[src/rtl/led_blink_driver_if.sv]
// Request channel into the LED blink driver: a valid/ready handshake
// carrying the number of blinks to play.
interface led_blink_driver_if;
  logic       req_valid;
  logic [3:0] req_count;
  logic       req_ready;

  // Core logic issuing blink requests.
  modport master (
    output req_valid,
    output req_count,
    input  req_ready
  );

  // The blink driver accepting requests.
  modport slave (
    input  req_valid,
    input  req_count,
    output req_ready
  );
endinterface

[src/rtl/led_blink_driver.sv]
// LED blink driver: plays req_count on/off blinks on one board LED.
// One sequence plays at a time; a single pending slot holds the next
// request so back-to-back events chain with no idle cycle in between.
module led_blink_driver #(
  parameter int unsigned ON_TICKS       = 8,
  parameter int unsigned OFF_TICKS      = 8,
  parameter int unsigned CNT_W          = 16,
  parameter bit          LED_ACTIVE_LOW = 1'b1
) (
  input  logic              clk,
  input  logic              rst,
  led_blink_driver_if.slave req,
  output logic              led,
  output logic              busy,
  output logic              done
);

  typedef enum logic [1:0] {
    ST_IDLE = 2'd0,
    ST_ON   = 2'd1,
    ST_OFF  = 2'd2
  } state_e;

  // Phase counter reload values; the counter runs N-1 down to 0, so each
  // phase lasts exactly N cycles.
  localparam logic [CNT_W-1:0] ON_LOAD  = CNT_W'(ON_TICKS - 1);
  localparam logic [CNT_W-1:0] OFF_LOAD = CNT_W'(OFF_TICKS - 1);
  localparam logic [CNT_W-1:0] CNT_ONE  = CNT_W'(1);

  // Pin levels for a lit and a dark LED.
  localparam logic LED_LIT  = !LED_ACTIVE_LOW;
  localparam logic LED_DARK = LED_ACTIVE_LOW;

  state_e           state_q, state_d;
  logic [CNT_W-1:0] cnt_q, cnt_d;
  logic [3:0]       blinks_q, blinks_d;
  logic             pend_vld_q, pend_vld_d;
  logic [3:0]       pend_cnt_q, pend_cnt_d;
  logic             led_q, led_d;
  logic             busy_q, busy_d;
  logic             done_q, done_d;

  logic             xfer;
  logic             req_nz;
  logic             cnt_zero;
  logic             seq_end;

  // A transfer happens whenever the pending slot is free; a zero count
  // is swallowed by the handshake but never starts or queues anything.
  assign req.req_ready = !pend_vld_q;
  assign xfer          = req.req_valid && !pend_vld_q;
  assign req_nz        = xfer && (req.req_count != 4'd0);
  assign cnt_zero      = (cnt_q == '0);

  // Last cycle of the last OFF phase of the active sequence.
  assign seq_end       = (state_q == ST_OFF) && cnt_zero && (blinks_q == 4'd1);

  // Next-state logic: phase sequencing, sequence chaining and pending slot.
  always_comb begin
    state_d    = state_q;
    cnt_d      = cnt_q;
    blinks_d   = blinks_q;
    pend_vld_d = pend_vld_q;
    pend_cnt_d = pend_cnt_q;
    done_d     = 1'b0;

    unique case (state_q)
      ST_IDLE: begin
        if (req_nz) begin
          state_d  = ST_ON;
          cnt_d    = ON_LOAD;
          blinks_d = req.req_count;
        end
      end

      ST_ON: begin
        if (cnt_zero) begin
          state_d = ST_OFF;
          cnt_d   = OFF_LOAD;
        end else begin
          cnt_d = cnt_q - CNT_ONE;
        end
      end

      ST_OFF: begin
        if (!cnt_zero) begin
          cnt_d = cnt_q - CNT_ONE;
        end else if (!seq_end) begin
          // Another blink of the same sequence follows.
          state_d  = ST_ON;
          cnt_d    = ON_LOAD;
          blinks_d = blinks_q - 4'd1;
        end else begin
          // Sequence finished: the queued request wins over a request
          // arriving on this very edge (the latter cannot transfer while
          // the slot is full anyway), otherwise fall back to idle.
          done_d = 1'b1;
          if (pend_vld_q) begin
            state_d    = ST_ON;
            cnt_d      = ON_LOAD;
            blinks_d   = pend_cnt_q;
            pend_vld_d = 1'b0;
          end else if (req_nz) begin
            state_d  = ST_ON;
            cnt_d    = ON_LOAD;
            blinks_d = req.req_count;
          end else begin
            state_d  = ST_IDLE;
            cnt_d    = '0;
            blinks_d = 4'd0;
          end
        end
      end

      default: begin
        state_d  = ST_IDLE;
        cnt_d    = '0;
        blinks_d = 4'd0;
      end
    endcase

    // A request arriving mid-sequence is parked until the sequence ends.
    if (req_nz && (state_q != ST_IDLE) && !seq_end) begin
      pend_vld_d = 1'b1;
      pend_cnt_d = req.req_count;
    end
  end

  // Output decode from the next state so led/busy/done are registered
  // and line up with the state they describe.
  always_comb begin
    led_d  = (state_d == ST_ON) ? LED_LIT : LED_DARK;
    busy_d = (state_d != ST_IDLE);
  end

  // State and output registers; reset abandons any active or queued work.
  always_ff @(posedge clk or posedge rst) begin
    if (rst) begin
      state_q    <= ST_IDLE;
      cnt_q      <= '0;
      blinks_q   <= 4'd0;
      pend_vld_q <= 1'b0;
      pend_cnt_q <= 4'd0;
      led_q      <= LED_DARK;
      busy_q     <= 1'b0;
      done_q     <= 1'b0;
    end else begin
      state_q    <= state_d;
      cnt_q      <= cnt_d;
      blinks_q   <= blinks_d;
      pend_vld_q <= pend_vld_d;
      pend_cnt_q <= pend_cnt_d;
      led_q      <= led_d;
      busy_q     <= busy_d;
      done_q     <= done_d;
    end
  end

  assign led  = led_q;
  assign busy = busy_q;
  assign done = done_q;

endmodule

[src/flat_wrapper.sv]
// flat-port wrapper written by rule: the top's interface ports become plain ports
module led_blink_driver_flat 
#(
  parameter int unsigned ON_TICKS       = 8,
  parameter int unsigned OFF_TICKS      = 8,
  parameter int unsigned CNT_W          = 16,
  parameter bit          LED_ACTIVE_LOW = 1'b1
)
  (clk, rst, led, busy, done, req_req_valid, req_req_count, req_req_ready);
  led_blink_driver_if req_i ();
  input  logic clk;
  input  logic rst;
  output logic led;
  output logic busy;
  output logic done;
  input wire logic [$bits(req_i.req_valid)-1:0] req_req_valid;
  input wire logic [$bits(req_i.req_count)-1:0] req_req_count;
  output wire logic [$bits(req_i.req_ready)-1:0] req_req_ready;
  assign req_i.req_valid = req_req_valid;
  assign req_i.req_count = req_req_count;
  assign req_req_ready = req_i.req_ready;
  led_blink_driver #(.ON_TICKS(ON_TICKS), .OFF_TICKS(OFF_TICKS), .CNT_W(CNT_W), .LED_ACTIVE_LOW(LED_ACTIVE_LOW)) u_core (.clk(clk), .rst(rst), .req(req_i), .led(led), .busy(busy), .done(done));
endmodule
[config.mk]
export PLATFORM = sky130hd
export DESIGN_NAME = led_blink_driver_flat
export DESIGN_NICKNAME = d
export VERILOG_FILES = /design/src/rtl/led_blink_driver_if.sv /design/src/rtl/led_blink_driver.sv /design/src/flat_wrapper.sv
export SDC_FILE = /design/constraint.sdc
export NUM_CORES = 1
export LEC_CHECK = 0
export ABC_AREA = 1
export CORE_MARGIN = 1
export CORE_UTILIZATION = 48
export CTS_CLUSTER_SIZE = 40
export DETAILED_ROUTE_END_ITERATION = 7
export PLACE_DENSITY = 0.76
export SYNTH_ARGS = -nofsm -noshare
export SYNTH_HDL_FRONTEND = slang
export SYNTH_SLANG_ARGS = --single-unit
[constraint.sdc]
create_clock -name clk -period 2 [get_ports clk]
set_input_delay 0.5 -clock clk [delete_from_list [all_inputs] [get_ports clk]]
set_output_delay 0.5 -clock clk [all_outputs]
set_load 0.02 [all_outputs]
==> results.md, run 1 <==
* Status: finished clean
* Max_cap viols at 0
* Sum Neg Setup Slack at 0 ns
* Gr usage total at 0.220
* DP Worst Slack at 0.0308 ns
* CP max stage delay at 0.59 ns
* TritonCTS clock tree: yes
* Hold WC Path Type: flop to flop
* Share of flip-flops with an asynchronous set or reset at 1.00
* Final setup skew at 0.00400 ns
* # IOs at 11
* Most common cell after layout, fill and taps aside: nand2_1
* Final WS setup at 0.112 ns
* Worst Setup Path Type: flop to output port
* Worst Path Required at 1.50 ns
* GRT overflow at 0
* R2r endpoint: u_core.busy
* N_diodes at 0
* DRC violations left at 0
* Clk root buf: clkbuf_8
* Post-synthesis compound-gate area fraction at 0.0835
* Fmax at 530 MHz
* Post-synth EDFFs at 0
* CP max stage cell: clkdlybuf4s50_1
* Pins over their slew limit at 0
* Relative slew slack at 0.758
* Share of cells above drive strength 1 at 0.169
* Number of global-route vias before repair at 1671
* Syn_area_per_cell at 7.27 sq um
* Reg2Reg Setup Slack at 0.33 ns
* Synth Area in Simple Gates at 0.396
* ANT nets after route at 0
* Sink Count at 30
* Hpwl dp at 3180 microns
* Critical path's top delay family: buffers and inverters
* Vias per inst at 5.15
* Initial antenna violation count at 0
* Clk buf depth at 2
* Seq/Total Area, Yosys at 0.383
* Pin count of the biggest net entering global routing at 31
* XOR/XNOR share of the synthesized area at 0.0268
* Core ar. at 0.00380 sq mm
* Crit-path max FO at 1
* Flop and latch count out of synthesis at 30
* Port Buf Inserts at 10
* RSZ-0062 raised after global routing: no
* Cts hold-fix bufs at 0
* Hold Crit Start: u_core.pend_cnt_q[2]
* CTS Buf Count at 5
* Critical path capture point type: output port
* R2r worst-path depth at 9
* Fin. Hold Viols at 0
* Global-route wire length before repair at 7330 microns
* Synth Net Count at 281
* Peak supply drop at 329 uV
* DIE WIDTH at 66.0 microns
* Worst Path Arrival at 1.39 ns
* Yosys warning total at 0
* GP Congestion at 0.899
* Fin crit share at 0.944
* Synthesized cell area at 0.00196 sq mm
* Pwr dens at 501 mW/mm^2
* Area Overhead vs Synth at 15.6%
* CP startpoint kind: flop
* Adder-Cell Fraction of Synth Area at 0.0255
* Detailed Routing Iterations Pass 1 at 4
* Initial Utilization at 0.517
* Total Wirelength at 4090 microns
* Die area at 0.00435 sq mm
* Hold worst-path end: u_core.pend_cnt_q[2]
* Nets at 305
* Minimum clock period at 1.89 ns
* Leak at 0.00107 uW
* Worst-Margin Slew at 0.363 ns
* Iter 0 DRT Violations at 88
* Post-synthesis cell type count at 30
* Worst path bufs/invs at 1
* Ys flop type: dfrtp_1
* Fill count at 346
* Worst hold path cell count at 2
* Clock edge transition at the registers on the reported setup and hold paths at 0.06 ns
* Post-synthesis mux area share at 0
* Die Y-Extent at 66.0 microns
* Clk_lat worst skew at 0.28 ns
* Reg2Reg Launch Point: u_core.cnt_q[0]
* CP cell instances: clkdlybuf4s50_1
* DR vias at 1767
* Largest family of logic cells by synthesized area: simple AND/OR/NAND/NOR gates
* H-tree depth at 2
* Final setup vio count at 0
* Commonest non-fill, non-tap cells in the layout: 64 x nand2_1, 38 x inv_1, 33 x nor2_1
* Mapped Cells at 270
* Rows at 22
* Mean routed wirelength per cell at 11.9 microns
==> registers in the layout (all words and copies together) (netlist names) <==
signal	count
u_core.blinks_q	4
u_core.busy	1
u_core.cnt_q	16
u_core.done	1
u_core.led	1
u_core.pend_cnt_q	4
u_core.pend_vld_q	1
u_core.state_q	2
==> routing by layer <==
layer	share of wire	global-route usage
met5	0	0
met4	0.012	0.0638
met3	0.034	0.0379
met2	0.45	0.348
met1	0.50	0.309
==> report_power, final <==
group | internal, uW | leakage, uW | switching (uW)
Clock | 277 | 0.0000482 | 217
Sequential | 607 | 0.000365 | 0
Combinational | 16.8 | 0.000655 | 19.9
Total | 901 | 0.00107 | 236
==> repair_timing <==
action                                  4_1_cts  5_1_grt
endpoints found under the setup margin        1        0
setup buffers                                 0        0
resized for setup                             1        0
==> cell usage after synthesis (all sizes together), types with 2 or more instances <==
master | instances | area [sq um]
o21ai | 9 | 45.0
nand2 | 73 | 307
nand3 | 24 | 135
xor2 | 4 | 35.0
nor2 | 47 | 241
dfrtp | 29 | 726
o22ai | 2 | 12.5
a21oi | 14 | 81.3
ha | 4 | 50.1
inv | 42 | 158
nor3 | 8 | 56.3
a31oi | 4 | 25.0
xnor2 | 2 | 17.5
nand4 | 3 | 25.0
==> through the flow <==
stage / total power (uW) / cells / cell area [sq um] / util / hold slack (ns)
floorplan: 631 / 270 / 1960 / - / 0.453
global placement: 655 / 335 / 2180 / 0.573 / 0.476
detailed placement: 655 / 335 / 2180 / 0.573 / 0.486
CTS: 1150 / 343 / 2270 / 0.597 / 0.499
global route: 1170 / 343 / 2270 / 0.597 / 0.503
finish: 1140 / 343 / 2270 / 0.597 / 0.494
==> worst reg2reg max path: cells and delay by family (launching register included) <==
kind | cells | cell delay, ns
simple gates | 6 | 0.68
flops | 1 | 0.38
compound gates | 1 | 0.16
fa+ha+maj | 1 | 0.21
buf+inv | 1 | 0.13
==> worst max-delay path by stage <==
stage	depth (start not counted)	start	to
final	1	u_core.led	led
after detailed placement	10	req_req_valid	u_core.cnt_q[8]
after global placement	9	req_req_valid	u_core.blinks_q[3]
after floorplan	9	u_core.cnt_q[0]	u_core.busy
after CTS	1	u_core.led	led
after global routing	1	u_core.led	led
==> final cells by class <==
cell class / instances / area, sq um / area share
clock buffers: 7 / 86.3 / 0.0381
clock inverters: 1 / 5.00 / 0.00221
inverters: 43 / 161 / 0.0712
multi-input cells: 196 / 1040 / 0.461
flip-flops and latches: 30 / 752 / 0.331
well taps: 48 / 60.1 / 0.0265
repair buffers: 18 / 159 / 0.0700
==> logic make-up (layout without fill, tap and decap cells) <==
kind of cell             count (synthesis)  count (layout)
AO/OA/AOI/OAI                           29              29
AND/OR/NAND/NOR                        157             157
XOR/XNOR                                 6               6
buffers and inverters                   44              69
flip-flops                              30              30
adder cells (fa/ha/maj)                  4               4
Note: power is estimated with default switching activity, not from simulation.
==> inputs of run 2 (changes only) <==
- RECOVER_POWER: default -> 25
- SETUP_SLACK_MARGIN: default -> 0.2
==> results.md, run 2 (synthesized netlist as in run 1, its figures left out) <==
* CP startpoint kind: flop
* CP max stage delay at 0.46 ns
* H-tree depth at 2
* ANT nets after route at 0
* Status: finished clean
* GRT overflow at 0
* Pwr dens at 498 mW/mm^2
* Max reg flops at 16
* Peak supply drop at 330 uV
* RSZ-0062 raised after global routing: yes
* # IOs at 11
* Fin crit share at 0.865
* N_diodes at 0
* DRC violations left at 0
* Initial antenna violation count at 0
* Core ar. at 0.00380 sq mm
* Nets at 305
* Mean routed wirelength per cell at 12.0 microns
* Die Y-Extent at 66.0 microns
* CTS Buf Count at 5
* Vias per inst at 5.13
* DR vias at 1760
* Gr usage total at 0.220
* Leak at 0.00107 uW
* TritonCTS clock tree: yes
* Max_cap viols at 0
* Global-route wire length before repair at 7320 microns
* Initial Utilization at 0.517
* Worst-Margin Slew at 0.722 ns
* Clk buf depth at 2
* Clk_lat worst skew at 0.28 ns
* Clk root buf: clkbuf_8
* Fill count at 340
* Crit-path max FO at 7
* Commonest non-fill, non-tap cells in the layout: 63 x nand2_1, 38 x inv_1, 33 x nor2_1
* Total Wirelength at 4120 microns
* Number of global-route vias before repair at 1665
* CP cell instances: inv_1 > clkdlybuf4s15_1
* GP Congestion at 0.899
* Worst Path Arrival at 1.23 ns
* Pins over their slew limit at 0
* Most common cell after layout, fill and taps aside: nand2_1
* Sum Neg Setup Slack at 0 ns
* Iter 0 DRT Violations at 84
* Worst Path Required at 1.50 ns
* Placed cell area at 0.00218 sq mm
* Hold WC Path Type: flop to flop
* Pin count of the biggest net entering global routing at 31
* Largest regs: u_core.cnt_q: 16 flops, u_core.blinks_q: 4 flops, u_core.pend_cnt_q: 4 flops
* Minimum clock period at 1.73 ns
* Hpwl dp at 3180 microns
* Worst Setup Path Type: flop to output port
* Fin. Hold Viols at 0
* Final setup skew at 0.00533 ns
* Final Instance Area at 0.00229 sq mm
* Clock edge transition at the registers on the reported setup and hold paths at 0.06 ns
* Die area at 0.00435 sq mm
* Relative slew slack at 0.519
* Rows at 22
* Port Buf Inserts at 10
* Final setup vio count at 0
* Cts hold-fix bufs at 0
* DIE WIDTH at 66.0 microns
* Detailed Routing Iterations Pass 1 at 4
* Share of cells above drive strength 1 at 0.173
* Reg with most FFs: u_core.cnt_q
* Sink Count at 30
* Fmax at 578 MHz
* Area Overhead vs Synth at 16.4%
* Critical path capture point type: output port
* CP max stage cell: dfrtp_1
-- run 2: changes by cell type in the layout (fill, tap and decap cells not counted), sizes merged --
cell / delta
buf: -1
clkbuf: +1
clkdlybuf4s15: +1
clkdlybuf4s50: -2
dlygate4sd3: +1
-- run 2: layer usage --
| metal | part of all wire | GRT usage | routed length [microns] |
|---|---|---|---|
| met5 | 0 | 0 | 0 |
| met4 | 0.015 | 0.0638 | 62 |
| met3 | 0.033 | 0.0379 | 136 |
| met2 | 0.44 | 0.348 | 1830 |
| met1 | 0.51 | 0.308 | 2090 |
-- run 2: power breakdown --
part           internal [uW]  switching (uW)
Combinational           15.7            20.0
Sequential               607               0
Clock                    277             219
-- run 2: cell type report --
class	count	area [sq um]	share of cell area
multi-input combinational	196	1060	0.466
sequential	30	752	0.329
inverter	43	161	0.0706
timing repair buffer	18	156	0.0684
clock buffer	7	86.3	0.0378
tap	48	60.1	0.0263
clock inverter	1	5.00	0.00219
-- run 2: path summary, 6_finish.rpt --
kind	from	end	slack, ns	depth (start not counted)
setup / recovery	u_core.pend_vld_q	req_req_ready	0.27	2
hold / removal	u_core.pend_cnt_q[2]	u_core.pend_cnt_q[2]	0.49	2
setup reg to reg	u_core.cnt_q[0]	u_core.busy	0.33	9
hold reg to reg	u_core.pend_cnt_q[2]	u_core.pend_cnt_q[2]	0.49	2
max in group asynchronous	rst	u_core.pend_cnt_q[1]	0.68	3
min in group asynchronous	rst	u_core.cnt_q[1]	0.87	3
-- run 2: per-stage QoR --
step | util | hold slack (ns) | worst slack [ns] | power (uW) | instances
6_report | 0.602 | 0.494 | 0.270 | 1140 | 343
5_1_grt | 0.602 | 0.503 | 0.174 | 1170 | 343
4_1_cts | 0.597 | 0.499 | 0.244 | 1150 | 343
3_5_place_dp | 0.573 | 0.486 | 0.0308 | 655 | 335
3_3_place_gp | 0.573 | 0.476 | 0.0554 | 655 | 335
2_1_floorplan | - | 0.453 | 0.538 | 631 | 270
-- run 2: worst max-delay path: cells and delay by family (launching register included) --
kind / cells / cell delay, ns
buffers and inverters: 2 / 0.49
flip-flops: 1 / 0.46
-- run 2: what timing repair did --
action / in CTS / in global routing
endpoints found under the setup margin: 2 / 3
resized for setup: 2 / 5
hold endpoints to repair: 0 / 0
setup buffers: 0 / 0
cloned: 0 / 0
==> inputs of run 3 (changes only) <==
- REMOVE_ABC_BUFFERS: default -> 1
==> results.md, run 3 (synthesized netlist as in run 1, its figures left out) <==
* Mean routed wirelength per cell at 11.8 microns
* Worst Path Required at 1.50 ns
* Core ar. at 0.00380 sq mm
* Fill count at 359
* Vias per inst at 5.08
* Total Wirelength at 4030 microns
* Pin count of the biggest net entering global routing at 31
* Minimum clock period at 1.71 ns
* Max reg flops at 16
* Initial Utilization at 0.517
* Status: finished clean
* H-tree depth at 2
* CTS Buf Count at 5
* Number of global-route vias before repair at 1678
* Die Y-Extent at 66.0 microns
* CP max stage delay at 0.60 ns
* Pins over their slew limit at 0
* Final WS setup at 0.289 ns
* Peak supply drop at 382 uV
* Port Buf Inserts at 10
* Most common cell after layout, fill and taps aside: nand2_1
* Leak at 0.00107 uW
* CP startpoint kind: flop
* Largest regs: u_core.cnt_q: 16 flops, u_core.blinks_q: 4 flops, u_core.pend_cnt_q: 4 flops
* Iter 0 DRT Violations at 74
* DRC violations left at 0
* Gr usage total at 0.208
* Fin. Hold Viols at 0
* Nets at 306
* Relative slew slack at 0.499
* Worst Setup Path Type: flop to output port
* Worst path bufs/invs at 1
* Initial antenna violation count at 0
* DP Worst Slack at -0.0314 ns
* Hold WC Path Type: flop to flop
* Clk root buf: clkbuf_8
* TritonCTS clock tree: yes
* Global-route wire length before repair at 6820 microns
* # IOs at 11
* Clock edge transition at the registers on the reported setup and hold paths at 0.07 ns
* CP max stage cell: clkdlybuf4s50_1
* Area Overhead vs Synth at 16.0%
* Multi-input logic area at 0.00106 sq mm
* CP cell instances: clkdlybuf4s50_1
* Critical path capture point type: output port
* Critical path's top delay family: buffers and inverters
* Fmax at 584 MHz
* GRT overflow at 0
* Max_cap viols at 0
* Detailed Routing Iterations Pass 1 at 4
* Rows at 22
* Worst-Margin Slew at 0.752 ns
* DR vias at 1741
* Share of cells above drive strength 1 at 0.176
* Crit-path max FO at 1
* FF+latch area at 752 sq um
* Die area at 0.00435 sq mm
* DIE WIDTH at 66.0 microns
* Clk_lat worst skew at 0.29 ns
* Final setup skew at 0.0107 ns
* Fin crit share at 0.855
* Sink Count at 30
* Finished Core Util at 0.599
* Reg with most FFs: u_core.cnt_q
* Pwr dens at 482 mW/mm^2
* Cts hold-fix bufs at 0
* Hpwl dp at 3060 microns
* N_diodes at 0
* Worst Path Arrival at 1.21 ns
* Final setup vio count at 0
* GP Congestion at 0.837
* ANT nets after route at 0
* RSZ-0062 raised after global routing: no
* Commonest non-fill, non-tap cells in the layout: 62 x nand2_1, 38 x inv_1, 32 x nor2_1
* Clk buf depth at 2
run 3: repair_timing:
action	CTS	global route
endpoints found under the setup margin	2	12
resized for setup	2	5
pin swaps	0	0
setup buffers	0	1
cloned	0	0
run 3: power breakdown:
part           switching (uW)  internal (uW)  total, uW  leakage (uW)
Sequential                  0            607        607      0.000365
Clock                     219            239        458     0.0000383
Combinational            19.3           13.3       32.6      0.000663
Total                     239            859       1100       0.00107
run 3: worst paths after layout:
| kind | start | to | slack, ns | cells after the start |
|---|---|---|---|---|
| hold / removal | u_core.pend_cnt_q[3] | u_core.pend_cnt_q[3] | 0.49 | 2 |
| min in group asynchronous | rst | u_core.cnt_q[1] | 0.86 | 3 |
| setup reg to reg | u_core.cnt_q[0] | u_core.busy | 0.34 | 9 |
| max in group asynchronous | rst | u_core.pend_cnt_q[2] | 0.65 | 3 |
| hold reg to reg | u_core.pend_cnt_q[3] | u_core.pend_cnt_q[3] | 0.49 | 2 |
| setup / recovery | u_core.busy | busy | 0.29 | 1 |
run 3: metal layers:
metal	routed length [microns]	vias up	track usage	part of all wire
li1	-	908	-	-
met2	1980	25	0.362	0.49
met4	76	0	0.0984	0.019
met5	0	-	0	0
met1	1880	801	0.243	0.47
met3	96	7	0.0414	0.024
run 3: cell type report:
| cell class | count | share of cell area |
|---|---|---|
| Clock buffer | 7 | 0.0335 |
| Sequential cell | 30 | 0.330 |
| Multi-Input combinational cell | 196 | 0.468 |
| Inverter | 43 | 0.0709 |
| Tap cell | 48 | 0.0264 |
| Timing Repair Buffer | 19 | 0.0714 |
run 3: stage by stage:
step,instance area [sq um],hold WS [ns],instances,setup TNS (ns),total power [uW]
after floorplan,1960,0.453,269,0,631
after global placement,2180,0.469,335,0,653
after CTS,2250,0.489,342,0,1110
after detailed placement,2180,0.474,335,-0.0496,653
final,2280,0.486,343,0,1100
after global routing,2280,0.505,343,0,1140
